$ cat src/rtl/mem_arbiter.sv
// mem_arbiter: shares one memory port between IFU (master 0) and LSU (master 1); define MEM_ARB_RR_EN for round-robin arbitration
module mem_arbiter #(
  parameter int AW = 32,
  parameter int DW = 32
) (
  input  logic              clk,
  input  logic              rst_n,
  input  logic [1:0]        m_req_valid,
  output logic [1:0]        m_req_ready,
  input  logic [2*AW-1:0]   m_addr,
  input  logic [2*DW-1:0]   m_wdata,
  input  logic [2*DW/8-1:0] m_wmask,
  input  logic [1:0]        m_wen,
  output logic [1:0]        m_rsp_valid,
  input  logic [1:0]        m_rsp_ready,
  output logic [DW-1:0]     m_rdata,
  output logic              s_req_valid,
  input  logic              s_req_ready,
  output logic [AW-1:0]     s_addr,
  output logic [DW-1:0]     s_wdata,
  output logic [DW/8-1:0]   s_wmask,
  output logic              s_wen,
  input  logic              s_rsp_valid,
  output logic              s_rsp_ready,
  input  logic [DW-1:0]     s_rdata,
  output logic [1:0]        grant
);
  typedef enum logic [1:0] {IDLE, REQ, RSP} state_t;
  state_t state, state_nx;
  logic owner;
  logic w;
  logic accept;
  logic [1:0] own_oh;
  assign accept = state == IDLE && |m_req_valid;
  assign own_oh = owner ? 2'b10 : 2'b01;
  assign m_rdata = s_rdata;
`ifdef MEM_ARB_RR_EN
  logic rr;
  assign w = &m_req_valid ? ~rr : m_req_valid[1];
  // remember the last winner so a contended request goes to the other master
  always_ff @(posedge clk)
    if (!rst_n) rr <= 1'b0;
    else if (accept) rr <= w;
`else
  assign w = m_req_valid[1];
`endif
  // state, owner and latched request payload
  always_ff @(posedge clk) begin
    if (!rst_n) begin
      state   <= IDLE;
      owner   <= 1'b0;
      s_addr  <= '0;
      s_wdata <= '0;
      s_wmask <= '0;
      s_wen   <= 1'b0;
    end else begin
      state <= state_nx;
      if (accept) begin
        owner   <= w;
        s_addr  <= m_addr[w*AW +: AW];
        s_wdata <= m_wdata[w*DW +: DW];
        s_wmask <= m_wmask[w*(DW/8) +: DW/8];
        s_wen   <= m_wen[w];
      end
    end
  end
  // next state and handshake outputs; everything is held low while in reset
  always_comb begin
    state_nx    = state == IDLE ? (|m_req_valid ? REQ : IDLE) :
                  state == REQ  ? (s_req_ready ? RSP : REQ) :
                                  (s_rsp_valid && s_rsp_ready ? IDLE : RSP);
    m_req_ready = rst_n && accept ? (w ? 2'b10 : 2'b01) : 2'b00;
    s_req_valid = rst_n && state == REQ;
    s_rsp_ready = rst_n && state == RSP && m_rsp_ready[owner];
    m_rsp_valid = rst_n && state == RSP && s_rsp_valid ? own_oh : 2'b00;
    grant       = rst_n && state != IDLE ? own_oh : 2'b00;
  end
endmodule

$ cat config.mk
export PLATFORM = sky130hd
export DESIGN_NAME = mem_arbiter
export DESIGN_NICKNAME = d
export VERILOG_FILES = /design/src/rtl/mem_arbiter.sv
export SDC_FILE = /design/constraint.sdc
export NUM_CORES = 1
export LEC_CHECK = 0
export ABC_AREA = 1
export CAP_MARGIN = 25
export CORE_MARGIN = 4
export CORE_UTILIZATION = 34
export DETAILED_ROUTE_END_ITERATION = 7
export GPL_TIMING_DRIVEN = 1
export PLACE_DENSITY = 0.81
export REMOVE_ABC_BUFFERS = 1
export SETUP_SLACK_MARGIN = 0.1
export SYNTH_ARGS = -nofsm -noshare
export SYNTH_HDL_FRONTEND = slang
export SYNTH_SLANG_ARGS = --single-unit
$ cat constraint.sdc
create_clock -name clk -period 1.2 [get_ports clk]
set_input_delay 0.24 -clock clk [delete_from_list [all_inputs] [get_ports clk]]
set_output_delay 0.24 -clock clk [all_outputs]
set_load 0.03 [all_outputs]
==> impl_metrics.env <==
export IMPL_status="finished with violations"
export IMPL_violations="setup timing"
export IMPL_wire_per_inst_um=14.3
export IMPL_io_pins=287
export IMPL_critPathLaunchType="flop"
export IMPL_final_period_utilization=1.20
export IMPL_hold_path_class="in2reg"
export IMPL_crit_arrival_ns=1.20
export IMPL_core_area_um2=10900
export IMPL_finalCriticalPeriod_ns=1.44
export IMPL_cp_required_ns=0.96
export IMPL_track_usage=0.194
export IMPL_post_route_drc_count=0
export IMPL_synth_xor_area_frac=0
export IMPL_min_from="m_req_valid[1]"
export IMPL_place_congestion=0.811
export IMPL_ys_types=13
export IMPL_vias=4357
export IMPL_met2_length_um=5930
export IMPL_cts_tree="done"
export IMPL_synth_top_family_by_area="simple AND/OR/NAND/NOR gates"
export IMPL_hold_viol=0
export IMPL_rsz0062_at_grt="yes"
export IMPL_power_total_mw=8.57
export IMPL_core_rowCount=38
export IMPL_numPortBuffers=222
export IMPL_p_per_area_nw_per_um2=1340
export IMPL_synthCells=601
export IMPL_wl_um=13300
export IMPL_top_layer="met5"
export IMPL_clk_pin_slew_ns=0.05
export IMPL_die_h_um=114
export IMPL_dr_first_iter_drc_count=215
export IMPL_leakagePower_nw=3.24
export IMPL_swShare=0.323
export IMPL_m1WireLength_um=5290
export IMPL_fp_dieW_um=114
export IMPL_grt_pass1_vias=3945
export IMPL_root_buffer="clkbuf_16"
export IMPL_cts_hold_buffers=0
export IMPL_firstDrtPassIters=4
export IMPL_finalWorstSetupSlack_ns=-0.239
export IMPL_setup_viol_count_final=37
export IMPL_start_util=0.350
export IMPL_place_hpwl_um=9790
export IMPL_synth_cell_area_um2=3830
export IMPL_drv_slew=0
export IMPL_cts_max_level=3
export IMPL_ys_seq_area_frac=0.377
export IMPL_r2r_start="state[1]"
export IMPL_antenna_found_initial=0
export IMPL_startpoint="state[1]"
export IMPL_n_antenna_cell=0
export IMPL_end_kind="primary output"
export IMPL_syn2layout_area_growth_pct=67.3
export IMPL_slew_headroom=0.770
export IMPL_worstSkewPairLatency_ns=0.32
export IMPL_pwr_share_seq=0.336
export IMPL_synth_simple_gate_area_share=0.484
export IMPL_maxCapViolCount=0
export IMPL_syn_area_per_cell_um2=6.37
export IMPL_cts_buffers=9
export IMPL_cts_sinks=72
export IMPL_drive_gt1_frac=0.192
export IMPL_cp_max_fo=4
export IMPL_wl_met3_um=1900
export IMPL_grt_max_degree=76
export IMPL_critical_path_class="reg2out"
export IMPL_die_area_um2=13000
export IMPL_peakVddDrop_mv=0.620
export IMPL_grt_overflow_total=0
export IMPL_skew_ns=0.00466
export IMPL_synthAdderAreaFrac=0
export IMPL_synthMuxAreaShare=0
export IMPL_grt_pass1_wl_um=19800
export IMPL_ant_nets=0
export IMPL_tightestPinTransition_ns=0.346
export IMPL_final_nets=963
export IMPL_clkPwrFrac=0.307
export IMPL_fmax_ghz=0.695
export IMPL_vias_per_cell=4.68
export IMPL_p_int_mw=5.80
export IMPL_synth_compound_area_frac=0.00687
export IMPL_cts_buffer_depth=2
export IMPL_dp_slack_ns=-0.400
export IMPL_power_frac_comb=0.357
export IMPL_p_sw_mw=2.76
export IMPL_ys_seq_elements=72
export IMPL_yosysWarnings=0
## timing repair
action / CTS / global route
pin swaps: 3 / 4
setup endpoints to repair: 80 / 106
gates resized for setup: 30 / 42
buffers inserted: 3 / 1
cloned: 2 / 0
## worst max-delay path: stages, from the launching register on
cell     delay (ns)
dfxtp_4        0.37
nand2_1        0.09
nor2_4         0.11
nand2_2        0.06
nor2_1         0.08
buf_4          0.16
## synthesized netlist by cell type (all sizes together)
cell type | count | area share
buf | 77 | 0.12
dfxtp | 72 | 0.38
inv | 9 | 0.0088
nand2 | 287 | 0.28
nor2 | 11 | 0.017
o21ai | 3 | 0.0069
nand3 | 142 | 0.19
## state kept, by name, summed over array words and instances, names as in the netlist
signal   count
owner        1
s_wdata     32
s_wmask      4
s_addr      32
s_wen        1
state        2
## metal layers
layer  vias to the layer above  track usage
met3                        12        0.112
met5                         -       0.0392
met4                         2       0.0491
li1                       2245            -
met1                      1891        0.231
met2                       207        0.297
## final timing paths
kind | slack [ns] | cells past startpoint | endpoint
worst max-delay path | -0.24 | 5 | m_rsp_valid[0]
worst min-delay path | 0.40 | 5 | s_wdata[16]
worst max register to register | -0.10 | 7 | s_wdata[20]
worst min register to register | 0.46 | 2 | s_wmask[3]
## stage by stage
stage / hold WS, ns / instances / utilization / cell area, um^2 / setup TNS [ns]
finish: 0.402 / 930 / 0.585 / 6400 / -4.43
floorplan: 0.353 / 524 / - / 3350 / -13.55
global route: 0.425 / 930 / 0.585 / 6400 / -7.74
CTS: 0.388 / 929 / 0.574 / 6270 / -5.69
global placement: 0.451 / 908 / 0.530 / 5790 / -23.91
detailed placement: 0.456 / 908 / 0.530 / 5790 / -26.28
## cell type report
type	count	area, um^2
Tap cell	140	175
Clock inverter	2	10.0
Clock buffer	14	294
Timing Repair Buffer	250	2500
Sequential cell	72	1460
Multi-Input combinational cell	443	1920
Inverter	9	36.3
Fill cell	1032	4530
## power groups by stage
stage	Combinational, mW	Clock, mW	Sequential [mW]
after CTS	3.00	2.71	2.85
after floorplan	0.738	0	3.42
after global routing	3.29	2.84	2.91
after detailed placement	2.74	0	2.89
final	3.06	2.63	2.88
after global placement	2.73	0	2.88
## logic make-up after synthesis
| kind of cell | Yosys count |
|---|---|
| AND/OR/NAND/NOR | 440 |
| buffers and inverters | 86 |
| flip-flops | 72 |
| AO/OA/AOI/OAI | 3 |
## layout by cell type, fill, tap and decap left out
cell             instances
buf_4                   63
nand2_4                  1
dlygate4sd2_1            1
dfxtp_2                 11
nor2_2                   2
o21ai_4                  1
o21ai_1                  1
nor2_4                   2
nand3_1                140
dfxtp_4                  1
o21ai_2                  1
bufbuf_16                2
inv_2                    5
nand3_4                  1
buf_6                   33
nor2_8                   1
nand2_1                285
buf_2                    1
inv_4                    1
inv_1                    3
clkbuf_16                9
clkinv_2                 2
buf_12                   8
clkdlybuf4s50_1        142
nand2_2                  1
nor2_1                   6
clkbuf_8                 5
nand3_2                  1
dfxtp_1                 60
No activity file was read; power rests on OpenSTA's default activity.
